--- src/rtl/regfile_wb_arbiter.sv ---
// regfile_wb_arbiter
// ------------------
// Shares the register file's single write port among NREQ writeback sources
// (ALU, LSU, MUL/CSR). It grants one requester per cycle and registers the
// winner into an output stage. That stage drives the register file's
// we/waddr/wdata directly, so a granted write lands one cycle after its
// handshake.
//
// Handshake: a requester raises req_valid[i] and holds addr/data stable until
// it sees req_ready[i]. The transfer happens in the cycle where
// req_valid[i] & req_ready[i]. req_ready[i] is only ever raised for a valid
// requester, and at most one bit is set at a time. There is no back-pressure
// from the register file.
//
// Arbitration:
//   default              : round-robin. The search starts at ptr and wraps
//                          modulo NREQ. After a grant to i, ptr moves to i+1.
//   WBARB_FIXED_PRIO_EN  : fixed priority. The lowest valid index wins and
//                          there is no pointer state.
//
// Ports:
//   clk, rst          clock, synchronous active-high reset
//   req_valid[NREQ]   per-requester write request
//   req_addr          per-requester destination, slice i = [i*ADDR_W +: ADDR_W]
//   req_data          per-requester data, slice i = [i*DATA_W +: DATA_W]
//   req_ready[NREQ]   per-requester grant
//   flush             suppresses all grants this cycle
//   rf_we/rf_waddr/rf_wdata  register file write port (registered)
//   busy              equals rf_we: a write is in flight this cycle
module regfile_wb_arbiter #(
    parameter int NREQ   = 3,
    parameter int ADDR_W = 5,
    parameter int DATA_W = 32
) (
    input  logic                     clk,
    input  logic                     rst,
    input  logic [NREQ-1:0]          req_valid,
    input  logic [NREQ*ADDR_W-1:0]   req_addr,
    input  logic [NREQ*DATA_W-1:0]   req_data,
    output logic [NREQ-1:0]          req_ready,
    input  logic                     flush,
    output logic                     rf_we,
    output logic [ADDR_W-1:0]        rf_waddr,
    output logic [DATA_W-1:0]        rf_wdata,
    output logic                     busy
);

    logic [NREQ-1:0]   grant_oh;   // one-hot winner before flush/reset gating
    logic              found;      // some requester is valid
    logic              hs;         // a transfer happens this cycle
    logic [ADDR_W-1:0] sel_addr;
    logic [DATA_W-1:0] sel_data;

`ifndef WBARB_FIXED_PRIO_EN
    localparam int PTR_W = (NREQ > 1) ? $clog2(NREQ) : 1;
    localparam logic [PTR_W:0] NREQ_W = (PTR_W+1)'(NREQ);

    logic [PTR_W-1:0] ptr;
    logic [PTR_W-1:0] win_idx;
    logic [PTR_W:0]   idx;         // one extra bit so ptr+k never overflows

    // The rotating search starts at ptr. The wrap is done by a single
    // subtraction because ptr+k < 2*NREQ always holds.
    always_comb begin
        found   = 1'b0;
        win_idx = '0;
        idx     = '0;
        for (int k = 0; k < NREQ; k++) begin
            idx = {1'b0, ptr} + (PTR_W+1)'(k);
            if (idx >= NREQ_W) idx = idx - NREQ_W;
            if (!found && req_valid[idx[PTR_W-1:0]]) begin
                found   = 1'b1;
                win_idx = idx[PTR_W-1:0];
            end
        end
        grant_oh = found ? (NREQ'(1) << win_idx) : '0;
    end

    // The pointer moves only on a real transfer. Flush and reset cycles
    // leave it alone, apart from the reset clear itself.
    always_ff @(posedge clk) begin
        if (rst) begin
            ptr <= '0;
        end else if (hs) begin
            if (win_idx == PTR_W'(NREQ - 1)) ptr <= '0;
            else                             ptr <= win_idx + 1'b1;
        end
    end
`else
    // Fixed priority: the lowest valid index wins.
    always_comb begin
        found    = 1'b0;
        grant_oh = '0;
        for (int k = 0; k < NREQ; k++) begin
            if (!found && req_valid[k]) begin
                found       = 1'b1;
                grant_oh[k] = 1'b1;
            end
        end
    end
`endif

    assign hs        = found & ~flush & ~rst;
    assign req_ready = hs ? grant_oh : '0;

    // AND-OR mux of the winner's address and data.
    always_comb begin
        sel_addr = '0;
        sel_data = '0;
        for (int i = 0; i < NREQ; i++) begin
            if (grant_oh[i]) begin
                sel_addr = sel_addr | req_addr[i*ADDR_W +: ADDR_W];
                sel_data = sel_data | req_data[i*DATA_W +: DATA_W];
            end
        end
    end

    // Output stage. A write to x0 is accepted and loads the address and data
    // registers, but it does not raise rf_we. Without a transfer, rf_we drops
    // and the address and data registers hold.
    always_ff @(posedge clk) begin
        if (rst) begin
            rf_we    <= 1'b0;
            rf_waddr <= '0;
            rf_wdata <= '0;
        end else if (hs) begin
            rf_we    <= |sel_addr;
            rf_waddr <= sel_addr;
            rf_wdata <= sel_data;
        end else begin
            rf_we    <= 1'b0;
        end
    end

    assign busy = rf_we;

endmodule
--- config.mk ---
export PLATFORM = sky130hd
export DESIGN_NAME = regfile_wb_arbiter
export DESIGN_NICKNAME = d
export VERILOG_FILES = /design/src/rtl/regfile_wb_arbiter.sv
export SDC_FILE = /design/constraint.sdc
export NUM_CORES = 1
export LEC_CHECK = 0
export ABC_AREA = 0
export CORE_MARGIN = 2
export CORE_UTILIZATION = 34
export CTS_CLUSTER_SIZE = 8
export DETAILED_ROUTE_END_ITERATION = 16
export PLACE_DENSITY_LB_ADDON = 0.08
export SYNTH_ARGS = -nofsm -noshare
export SYNTH_HDL_FRONTEND = slang
export SYNTH_SLANG_ARGS = --single-unit
--- constraint.sdc ---
create_clock -name clk -period 3.5 [get_ports clk]
set_input_delay 0.875 -clock clk [delete_from_list [all_inputs] [get_ports clk]]
set_output_delay 0.875 -clock clk [all_outputs]
set_load 0.01 [all_outputs]
# [Yosys cells after proc, flatten, opt, wreduce, memory -nomap -nowiden]
# Cells that the tools add are included.
[op_classes] addsub=6 mul=0 div_mod_pow=0 order_cmp=6 n_eq_ne=1 shift=1 mux=24 bitwise_logic=9 n_reduce_logical=6
[ops] cell="$mux W32" count=3
[ops] cell="$or A32 B32 Y32" count=2
[ops] cell="$mux W5" count=3
[ops] cell="$mux W2" count=7
[ops] cell="$or A5 B5 Y5" count=2
[ops] cell="$lt A2 B3 Y1 const B" count=3
[ops] cell="$bmux W1 S2" count=3
[ops] cell="$ge A3 B2 Y1 const B" count=2
[ops] cell="$mux W1" count=6
[ops] cell="$mux W3" count=2
[ops] cell="$sub A2 B2 Y2 const B" count=3
[ops] cell="$reduce_or A5 Y1" count=1
[ops] cell="$add A2 B1 Y3 const B" count=1
[ops] cell="$add A2 B2 Y3 const B" count=1
[ops] cell="$not A1 Y1" count=3
[ops] cell="$shl A1 B2 Y3 const A" count=1
[ops] cell="$add A2 B1 Y2 const B" count=1
[ops] cell="$and A1 B1 Y1" count=2
[ops] cell="$eq A2 B2 Y1 const B" count=1
[ops] cell="$ge A2 B2 Y1 const B" count=1
[ops] cell="$logic_and A1 B1 Y1" count=2
[ops] cell="$logic_not A1 Y1" count=2
[ops] cell="$reduce_or A2 Y1" count=1
[word_totals] ff_bits=40 latchBits=0 mem_bits_rw=0 romBits=0 inputBits=117 wordCells=57 n_memories=0

# [Longest topological paths before layout]
[logic_depth] ltp_word=19 ltp_mapped=10 depth_no_buf=9

# [Worst setup path before layout]
# No wires, ideal clock.
[synth_timing] kind="input-to-output" from="input port req_valid[1]" to="output port req_ready[0]" arrival_ns=2.414 t_required_ns=2.625 slack_ns=0.211 cell_stages=7 path_buffers=2 path_cell_list="mux2i_1 > a2bb2oi_1 > o32ai_4 > nor3_2 > buf_6 > buf_2 > nor3b_1"
[synth_between] elab_chain_cells=12 word_cells_on_any_way=21
[synth_rtl] item="from (decl)" line_no="37" source="input logic [NREQ-1:0] req_valid,"
[synth_rtl] item="$bmux W1 S2" line_no="71" source="if (!found && req_valid[idx[PTR_W-1:0]]) begin"
[synth_rtl] item="$mux W1 (implied by the code)" line_no="71"
[synth_rtl] item="$mux W1" line_no="71"
[synth_rtl] item="$logic_not A1 Y1" line_no="71"
[synth_rtl] item="$logic_and A1 B1 Y1" line_no="71"
[synth_rtl] item="$mux W1" line_no="71"
[synth_rtl] item="$logic_not A1 Y1" line_no="71"
[synth_rtl] item="$logic_and A1 B1 Y1" line_no="71"
[synth_rtl] item="$mux W2 / $mux W1 (equally long branches)" line_no="71"
[synth_rtl] item="$shl A1 B2 Y3 / $and A1 B1 Y1 (equally long branches)" line_no="76, 103"
[synth_rtl] item="$mux W3 / $and A1 B1 Y1 (equally long branches)" line_no="76, 103"
[synth_rtl] item="$mux W3 (*)" line_no="104" source="assign req_ready = hs ? grant_oh : '0;"
[synth_rtl] item="to (decl)" line_no="40" source="output logic [NREQ-1:0] req_ready,"
# Every way passes the cells marked *; elsewhere a longest branch is shown, timed or not. The select of a mux whose other input is x is not followed.

# [Final worst setup path]
[layout_timing] from="input port req_valid[1]" to="output port req_ready[2]"
# Same word-level chain as after synthesis.

==> results.py <==
metrics = {
    "detailed_routing": {
        "ant_nets": 0,
        "drc": 0,
        "drtIter0Drc": 163,
        "drtPass1Iterations": 6,
        "finalWirelength_um": 7320,
        "avgRoutedWirePerCell_um": 16.5,
        "avgViaCountPerCell": 5.46,
        "num_vias": 2431,
    },
    "placed_design": {
        "place_congestion": 0.762,
        "port_buffers": 158,
        "dpl_worst_slack_ps": -496,
        "dp_cells": 436,
        "hpwl_um": 5210,
    },
    "cts": {
        "clock_sinks": 40,
        "htree_levels": 2,
        "worstSkewPairLatency_ps": 290,
        "clk_pin_slew_ps": 80,
        "cts_buffers": 5,
        "cts_tree": "done",
        "ctsHoldBuffers": 0,
        "cts_max_path_buffers": 2,
        "cts-root-buf": "clkbuf_8",
    },
    "layout": {
        "nets": 490,
        "antenna_cells": 0,
        "drive_gt1_share_pct": 10.5,
        "area_growth_pct": 90.6,
        "stdcell_count": 445,
    },
    "outcome": {
        "status": "finished clean",
    },
    "sta": {
        "fmax_mhz": 293,
        "fin_crit_ps": 3410,
        "finalHoldWorstSlack_ps": 479,
        "min_period_over_period_pct": 97.4,
        "worst_slack_ps": 89.8,
        "worst_pin_slew_ps": 425,
        "setup_violations": 0,
        "skew_ps": 1.40,
        "hold_viol": 0,
        "relSlewSlack_pct": 71.7,
        "report.final.slew_viol_count": 0,
    },
    "global_route": {
        "overflow": 0,
        "grt_pass1_vias": 2236,
        "grt_start_max_net_pins": 43,
        "grt_usage_pct": 20.3,
        "grt_pass1_wl_um": 10600,
        "antenna_found_initial": 0,
    },
    "synthesis": {
        "synth_fa_ha_area_share_pct": 2.42,
        "syn_inst": 216,
        "synth_edf_count": 0,
        "synth_area_leaders": "dfxtp_1 (39%), a222oi_1 (17%), nand3b_1 (7.3%)",
        "yosysSeqAreaShare_pct": 38.8,
        "avgSynthCellArea_sq_um": 9.56,
        "synth_simple_gate_area_share_pct": 15.0,
        "netlist.area_leader.share_pct": 38.8,
        "syn_nets": 337,
        "yosys_warnings": 0,
        "syn-cell-area_sq_mm": 0.00207,
        "async_reset_ff_share_pct": 0,
        "synth_compound_area_share_pct": 34.8,
        "synth_xor_area_share_pct": 0,
        "synth_seq_cells": 40,
        "synth_top_area_cell": "dfxtp_1",
        "synth_mux_area_share_pct": 1.94,
        "synth_top_family_by_area": "compound AO/OA/AOI/OAI gates",
        "synth_ff_type": "dfxtp_1",
        "ys_types": 34,
    },
    "floorplan": {
        "dieArea_sq_mm": 0.00671,
        "num_rows": 28,
        "die_x_um": 81.9,
        "coreArea_sq_mm": 0.00589,
        "dieHeight_um": 81.9,
        "initial_utilization_pct": 35.1,
        "io_pins": 159,
    },
    "critical_path": {
        "cp.required_ps": 2620,
        "cp.arrival_ps": 2540,
        "critPathMaxFanout": 4,
        "rr_worst_depth": 11,
        "endpoint_kind": "output port",
        "cp-start-kind": "primary input",
        "setup.worst_path.class": "primary input to output port",
    },
    "power": {
        "p_per_area_mw_per_mm2": 581,
        "leakage_nw": 1.41,
        "vdd_ir_drop_max_mv": 0.540,
    },
    "min_path": {
        "hold_class": "flip-flop to flip-flop",
        "hold_depth": 2,
    },
    "job": {
        "maxCapViolations": 0,
    },
}
-- cells in the mapped netlist (2+ instances only) --
cell type	number
buf_4	5
a222oi_1	36
nor2_1	19
buf_1	3
ha_1	4
o21ai_1	21
nor2b_1	4
nor3b_1	2
clkbuf_1	12
nand3b_1	20
a211oi_1	18
dfxtp_1	40
inv_1	4
mux2i_1	4
buf_2	3
buf_6	2
a21oi_1	2
-- cells by family after synthesis --
kind of cell               count (synthesis)
and+or+nand+nor                           52
muxes                                      4
DFF                                       40
AOI/OAI and AO/OA                         87
adders and majority gates                  4
buffers and inverters                     29
-- timing repair --
| action | CTS | global route |
|---|---|---|
| pin swaps | 1 | 2 |
| gates resized for setup | 14 | 11 |
| setup endpoints to repair | 3 | 3 |
| hold endpoints to repair | 0 | 0 |
| buffers inserted | 1 | 0 |
-- routing by layer --
metal / track usage (%) / wire, um / vias up
met3: 7.91 / 643 / 9
met4: 6.67 / 121 / 0
met1: 24.5 / 3040 / 1144
met2: 33.1 / 3520 / 93
li1: - / - / 1185
met5: 0 / 0 / -
-- stage by stage --
step / setup TNS (ps) / utilization, % / instance area (sq um) / power, mW
2_1_floorplan: 0 / - / 2070 / 1.32
3_3_place_gp: -987 / 63.3 / 3730 / 1.80
3_5_place_dp: -1150 / 63.3 / 3730 / 1.82
4_1_cts: 0 / 66.1 / 3890 / 2.26
5_1_grt: -17.2 / 66.9 / 3940 / 2.43
6_report: 0 / 66.9 / 3940 / 2.29
-- critical path, stage by stage --
cell and delay, ps:
clkdlybuf4s15_2 240, mux2i_4 120, o22ai_4 210, nor2_2 110, a211oi_4 300, and2_1 160
clkdlybuf4s50_1 520
-- layout make-up --
cell class / instances / area (sq um)
repair buffers: 171 / 1690
multi-input cells: 147 / 1210
clock buffers: 7 / 96.3
flip-flops and latches: 40 / 803
well taps: 75 / 93.8
clock inverters: 1 / 30.0
inverters: 4 / 15.0
fillers: 500 / 1950
-- registers in the layout, indices dropped and copies added, names as in the netlist --
register and flops:
rf_wdata 32, rf_waddr 5, ptr 2, busy 1
-- placed cells by master, fill, tap and decap left out, types with 2 or more instances in the layout --
master | Yosys | final
nor2b_1 | 4 | 4
clkdlybuf4s50_1 | 0 | 154
nand3b_1 | 20 | 20
a21oi_1 | 2 | 2
nor2_1 | 19 | 18
buf_4 | 5 | 12
mux2i_1 | 4 | 2
ha_4 | 0 | 2
dlygate4sd2_1 | 0 | 2
dfxtp_2 | 0 | 2
inv_1 | 4 | 4
a211oi_1 | 18 | 17
ha_1 | 4 | 2
dfxtp_1 | 40 | 38
a222oi_1 | 36 | 36
o21ai_1 | 21 | 21
a211oi_4 | 0 | 2
clkbuf_8 | 0 | 7
-- final timing paths --
kind / from / slack (ps) / to
setup / recovery: req_valid[1] / 90 / req_ready[2]
hold / removal: rf_wdata[15] / 480 / rf_wdata[15]
setup reg to reg: ptr[0] / 650 / busy
hold reg to reg: rf_wdata[15] / 480 / rf_wdata[15]
-- power by group --
| part | internal (mW) | switching, mW |
|---|---|---|
| Combinational | 0.649 | 0.611 |
| Clock | 0.252 | 0.158 |
| Sequential | 0.560 | 0.0559 |
No activity file was read; power rests on OpenSTA's default activity.
